$ cat config.mk
export PLATFORM = sky130hd
export DESIGN_NAME = pc_unit
export DESIGN_NICKNAME = d
export VERILOG_FILES = /design/src/rtl/pc_unit.sv
export SDC_FILE = /design/constraint.sdc
export NUM_CORES = 1
export LEC_CHECK = 0
export ABC_AREA = 0
export BUFFER_PORTS_ARGS = -buffer_cell sky130_fd_sc_hd__clkbuf_2
export CAP_MARGIN = 25
export CORE_UTILIZATION = 40
export DETAILED_ROUTE_END_ITERATION = 16
export PLACE_DENSITY_LB_ADDON = 0.08
export SKIP_CTS_REPAIR_TIMING = 1
export SYNTH_ARGS = -nofsm -noshare
export SYNTH_HDL_FRONTEND = slang
export SYNTH_SLANG_ARGS = --single-unit
$ cat constraint.sdc
create_clock -name clk -period 3.86 [get_ports clk]
set_input_delay 0.386 -clock clk [delete_from_list [all_inputs] [get_ports clk]]
set_output_delay 0.386 -clock clk [all_outputs]
set_load 0.01 [all_outputs]
$ cat src/rtl/pc_unit.sv
// pc_unit: program counter with a small return-address stack.
// Per-cycle action priority: RET > CALL > JUMP > REL > INC.
// Overflow and underflow are reported through sticky error flags.
module pc_unit #(
   parameter int PC_W  = 10,
   parameter int DEPTH = 4,
   parameter int SP_W  = $clog2(DEPTH + 1)
) (
   input  logic            clk,
   input  logic            reset,
   input  logic            s_inc,
   input  logic            s_rel,
   input  logic            s_ret,
   input  logic            enablebackup,
   input  logic [PC_W-1:0] dir_abs,
   input  logic [PC_W-1:0] dir_rel,
   output logic [PC_W-1:0] pc,
   output logic [SP_W-1:0] sp,
   output logic            stack_empty,
   output logic            stack_full,
   output logic            ovf_err,
   output logic            unf_err
);

   logic [PC_W-1:0] pc_q, pc_d;
   logic [SP_W-1:0] sp_q, sp_d;
   logic            ovf_q, ovf_d;
   logic            unf_q, unf_d;
   logic [PC_W-1:0] stack_q [DEPTH];
   logic [PC_W-1:0] stack_d [DEPTH];

   logic            act_ret, act_call, act_jump, act_rel;
   logic            empty_w, full_w;
   logic [PC_W-1:0] pc_inc;
   logic [PC_W-1:0] stack_top;

   assign empty_w = (sp_q == '0);
   assign full_w  = (sp_q == SP_W'(DEPTH));
   assign pc_inc  = pc_q + PC_W'(1);

   // Decode the strict-priority action for this cycle
   always_comb begin
      act_ret  = s_ret;
      act_call = enablebackup & ~s_ret;
      act_jump = ~s_inc & ~s_ret & ~enablebackup;
      act_rel  = s_inc & s_rel & ~s_ret & ~enablebackup;
   end

   // Select the entry just below sp; nothing is selected when the stack is empty
   always_comb begin
      stack_top = '0;
      for (int i = 0; i < DEPTH; i++) begin
         if (sp_q == SP_W'(i + 1)) begin
            stack_top = stack_q[i];
         end
      end
   end

   // Next-state computation for pc, sp, stack contents and error flags
   always_comb begin
      pc_d  = pc_inc;
      sp_d  = sp_q;
      ovf_d = ovf_q;
      unf_d = unf_q;
      for (int i = 0; i < DEPTH; i++) begin
         stack_d[i] = stack_q[i];
      end

      if (act_ret) begin
         if (empty_w) begin
            // Nothing to pop: keep executing sequentially and flag it
            pc_d  = pc_inc;
            unf_d = 1'b1;
         end else begin
            pc_d = stack_top;
            sp_d = sp_q - SP_W'(1);
         end
      end else if (act_call) begin
         pc_d = dir_abs;
         if (full_w) begin
            // The jump still happens; the return address is lost
            ovf_d = 1'b1;
         end else begin
            for (int i = 0; i < DEPTH; i++) begin
               if (sp_q == SP_W'(i)) begin
                  stack_d[i] = pc_inc;
               end
            end
            sp_d = sp_q + SP_W'(1);
         end
      end else if (act_jump) begin
         pc_d = dir_abs;
      end else if (act_rel) begin
         pc_d = pc_q + dir_rel;
      end
   end

   // Scalar state registers, cleared immediately by reset
   always_ff @(posedge clk or posedge reset) begin
      if (reset) begin
         pc_q  <= '0;
         sp_q  <= '0;
         ovf_q <= 1'b0;
         unf_q <= 1'b0;
      end else begin
         pc_q  <= pc_d;
         sp_q  <= sp_d;
         ovf_q <= ovf_d;
         unf_q <= unf_d;
      end
   end

   // One register per stack entry, cleared immediately by reset
   generate
      for (genvar gi = 0; gi < DEPTH; gi++) begin : g_stack
         always_ff @(posedge clk or posedge reset) begin
            if (reset) begin
               stack_q[gi] <= '0;
            end else begin
               stack_q[gi] <= stack_d[gi];
            end
         end
      end
   endgenerate

   assign pc          = pc_q;
   assign sp          = sp_q;
   assign stack_empty = empty_w;
   assign stack_full  = full_w;
   assign ovf_err     = ovf_q;
   assign unf_err     = unf_q;

endmodule
Word-level counts from Yosys, hierarchy flattened
Index checks and enable logic that the tools add are counted.

Flip-flop bits (word level): 55. Bits of input ports: 26.

Add/sub/neg operators: 4. Equal/unequal tests: 6. Mux-type cells: 13. Bitwise operators: 10. Reduce and logical (&&, ||, !) cells: 9.

Operator list (number): $mux 10 (9); $reduce_and 4->1 (4); $mux 3 (4); $add 10x1->10 const B (1); $add 10x10->10 (1); $and 1x1->1 (6); $eq 3x2->1 const B (2); $reduce_and 3->1 (2); $ne 2x2->1 const B (2); $not 1->1 (4); $add 3x1->3 const B (1); $eq 3x1->1 const B (1); $eq 3x3->1 const B (1); $logic_not 3->1 (1); $sub 3x1->3 const B (1); $reduce_and 2->1 (1); $reduce_bool 2->1 (1).

Logic depth before layout (Yosys ltp)
Word-level depth: 7. Mapped depth: 9. Depth with buffers taken out: 7.

Least setup slack after synthesis
OpenSTA, ideal clock, no wires.

Path kind: reg2reg. Start: register pc_q[0] (netlist: pc[0]). End: register pc_q[6] (netlist: pc[6]). Data arrival time: 1900 ps. Required time: 3718 ps. Slack: 1818 ps. Cell stages (with the launch flop): 8. Path buffers: 0. Clock period less this slack: 2042 ps. Path through: dfrtp_1 ha_1 fa_1 a211oi_1 o21bai_1 a21oi_1 xor2_1 o221ai_1.

Longest elaborated chain between the ends: 5. Elaborated cells on any way between the ends: 7.

RTL lines: start, declared (RTL line 25) `logic [PC_W-1:0] pc_q, pc_d;`; start signal, assigned (RTL line 106) `pc_q <= pc_d;`; $add 10x1->10 / $add 10x10->10 (equally long branches) (RTL line 39, 94); $mux 10 (RTL line 93) `end else if (act_rel) begin`; $mux 10 (RTL line 91) `end else if (act_jump) begin`; $mux 10 (RTL line 78) `end else if (act_call) begin`; $mux 10 (*) (RTL line 69) `if (act_ret) begin`; net pc_d[6] (RTL line 25).

The timed path passes the listed nets; every way through them passes the cells marked *. A chain may end at the register's enable or synchronous reset.

Worst setup path after layout
Start: register sp_q[2] (netlist: sp[2]). End: register stack_q[1] (netlist name).

Longest elaborated chain between the ends: 3. Elaborated cells on any way between the ends: 4.

RTL lines: start, declared (RTL line 26) `logic [SP_W-1:0] sp_q, sp_d;`; start signal, assigned (RTL line 107) `sp_q <= sp_d;`; $eq 3x3->1 (RTL line 38) `assign full_w = (sp_q == SP_W'(DEPTH));`; $not 1->1 (no source line); $reduce_and 4->1 (no source line) (*); end signal, assigned by index (RTL line 120) `stack_q[gi] <= stack_d[gi];`; end, declared (RTL line 29) `logic [PC_W-1:0] stack_q [DEPTH];`.

Mark *: on every way between the ends. The rest lies on a longest branch, timed or not.

==> reports/summary.txt <==
Hold WC Path Type -> in2async
Register Area -> 1380 um^2
Multi-input combinational cell area -> 1840 um^2
Initial DRC Count -> 176
Tcrit/Tclk final -> 0.650
DR vias/cell -> 5.52
Synthesis-to-finish area growth -> 11.2%
Number of inserted diodes -> 0
Die area -> 8780 um^2
Top Metal Used -> met4
Overflow after GRT -> 0
Status -> completed
MaxCap Viol Count -> 0
Largest stage delay, worst path -> 0.63 ns
Post-Route Setup TNS -> 0 ns
CTS Buffer Depth -> 2
Die H -> 93.7 um
Reg-to-reg setup timing slack -> 1.35 ns
DRC Markers -> 0
Post-Syn Nets -> 418
Router iterations before antenna repair -> 4
Vias in the first global route -> 2683
DR vias -> 2821
Clock Power Share -> 0.135
Layout cells sized above 1 -> 0.175
YS warnings -> 0
Critical path required time -> 4.06 ns
Leak Pwr -> 1.65 nW
Peak VDD IR -> 0.000324 V
Die width -> 93.7 um
Final setup viols -> 0
Most common cell after layout, fill and taps aside -> nor2_1
Worst-path fanout max -> 18
Fmax achieved -> 399 MHz
CP Launch Type -> flop
RSZ-0062 raised after global routing -> false
Number of synthesized flops with an enable pin -> 0
Rows -> 33
Switch share -> 0.440
Synthesized flop and latch total -> 55
Crit. Startpoint -> sp[2]
Gpl congestion -> 0.848
Psw -> 1.30 mW
Netlist Area Pre-Place -> 3360 um^2
Ys flop type -> dfrtp_1
Capturing point of the worst reg2reg path -> stack_q[1]
Avg WL per Cell -> 17.0 um
R2R cell count -> 4
Layout Skew -> 0.0113 ns
Worst path top cell family by delay -> simple AND/OR/NAND/NOR gates
Most frequent cells in the layout -> nor2_1 (56), dfrtp_1 (55), a21oi_1 (50)
Count of cell types in the netlist -> 60
Initial antenna violation count -> 0
Inserted Clock Buffers -> 5
Wirelength, routed -> 8690 um
Sinks on Clock Net -> 55
Fill cells -> 830
Logic pwr share -> 0.497
Type of the worst setup path -> reg2reg
Seq pwr share -> 0.368
Core area -> 8180 um^2
Final min period -> 2.51 ns
Post-Route M1 WL -> 4070 um
R2r startpoint -> sp[2]
CTS tree -> yes
Register area share after synthesis -> 0.409
Final Max Tran Viols -> 0
Clock Root Buffer -> clkbuf_8
Initial cell density of the core -> 0.412
Gr usage total -> 0.208
Port Buffers -> 42
Post-route total power -> 2.96 mW
Internal -> 1.66 mW
Nets -> 448
Crit-path cells -> inv_1 -> ha_1 -> and3_1 -> mux2_2
Clk_lat worst skew -> 0.31 ns
Top Ports -> 43
First-pass GRT wire length -> 13900 um
Routed Antenna Nets -> 0
CP max-delay cell -> and3_1
Final Hold Fails -> 0
Worst Path Buf+Inv -> 1
Clock-pin slew on the worst setup and hold paths -> 0.10 ns
Post-DP HPWL -> 6470 um
Met3 wire len -> 414 um
Largest net degree at the start of global routing -> 37
Synth async-reset ratio -> 1.00
H-tree depth -> 2
Post-Syn Instances -> 375
Avg Inst Size Synth -> 8.97 um^2
DR WL met2 -> 4140 um
Power per Cell Area -> 791 nW/um^2
Worst slew margin -> 0.511
Worst Tran Pin Value -> 0.732 ns
CP endpoint kind -> flop
Arr. time, crit path -> 2.71 ns
-- logic make-up after synthesis --
family                   after synthesis  share of synthesized area
AND/OR/NAND/NOR                      110                      0.156
AO/OA/AOI/OAI                        132                      0.250
adder cells (fa/ha/maj)               17                     0.0655
flip-flops                            55                      0.409
XOR/XNOR                              18                     0.0469
multiplexers                           9                     0.0286
buffers and inverters                 34                     0.0443
-- state kept, by name (all words and copies together) (netlist names) --
register / count
sp: 3
ovf_err: 1
unf_err: 1
stack_q: 40
pc: 10
-- worst max path at each step --
stage / to / slack, ns / cells after the start
after CTS: stack_q[1] / 1.37 / 4
after global routing: stack_q[1] / 1.21 / 4
final: stack_q[1] / 1.35 / 4
after floorplan: pc[6] / 1.82 / 7
after detailed placement: stack_q[1] / 1.41 / 4
after global placement: pc[6] / 1.43 / 7
-- Yosys cell counts (all sizes together) (2+ instances only) --
| master | count | area share |
|---|---|---|
| o21ai | 24 | 0.036 |
| a21o | 5 | 0.011 |
| o221ai | 2 | 0.0052 |
| nor2b | 4 | 0.0082 |
| xnor2 | 10 | 0.026 |
| o21bai | 5 | 0.011 |
| nand2b | 3 | 0.0056 |
| xor2 | 8 | 0.021 |
| clkbuf | 6 | 0.0067 |
| and3 | 4 | 0.0074 |
| a211oi | 5 | 0.013 |
| nand2 | 20 | 0.023 |
| o22ai | 4 | 0.0074 |
| ha | 16 | 0.060 |
| nor2 | 58 | 0.068 |
| a221oi | 2 | 0.0052 |
| a21oi | 50 | 0.074 |
| a22o | 2 | 0.0052 |
| mux2i | 4 | 0.012 |
| nand3b | 2 | 0.0045 |
| a22oi | 8 | 0.018 |
| nor3 | 5 | 0.010 |
| mux2 | 5 | 0.017 |
| a222oi | 3 | 0.0089 |
| inv | 12 | 0.013 |
| nand3 | 7 | 0.013 |
| dfrtp | 55 | 0.41 |
| or2 | 2 | 0.0037 |
| buf | 16 | 0.024 |
| o211ai | 9 | 0.020 |
-- worst register-to-register path, stage by stage, from the launching register on --
cell and delay (ns):
dfrtp_1 0.58, inv_1 0.33, ha_1 0.45, and3_1 0.64, mux2_2 0.40
-- area by class of cell --
class	instances	area share
Multi-Input combinational cell	286	0.491
Timing Repair Buffer	45	0.0622
Clock inverter	2	0.00936
Tap cell	105	0.0351
Clock buffer	6	0.0221
Sequential cell	55	0.368
Inverter	12	0.0120
-- power by group through the flow --
| stage | clock, mW | sequential, mW | combinational (mW) |
|---|---|---|---|
| after floorplan | 0 | 1.05 | 1.09 |
| after global placement | 0 | 1.10 | 1.46 |
| final | 0.398 | 1.09 | 1.47 |
| after global routing | 0.431 | 1.13 | 1.67 |
| after detailed placement | 0 | 1.10 | 1.47 |
| after CTS | 0.409 | 1.09 | 1.48 |
-- metal layers --
metal / up-vias / track usage
met5: - / 0
met4: 0 / 0.0346
met3: 5 / 0.0283
met2: 65 / 0.350
met1: 1342 / 0.288
li1: 1409 / -
-- per-stage QoR --
step                      setup WS (ns)  hold slack (ns)  instance area (um^2)  std cells  utilization
after global placement             1.43            0.396                  3620        503        0.443
after global routing               1.21           0.0682                  3740        511        0.458
final                              1.35           0.0456                  3740        511        0.458
after floorplan                    1.82            0.477                  3360        375            -
after detailed placement           1.41            0.394                  3620        503        0.443
after CTS                          1.37           0.0591                  3740        511        0.458
Note: power is estimated with default switching activity, not from simulation.
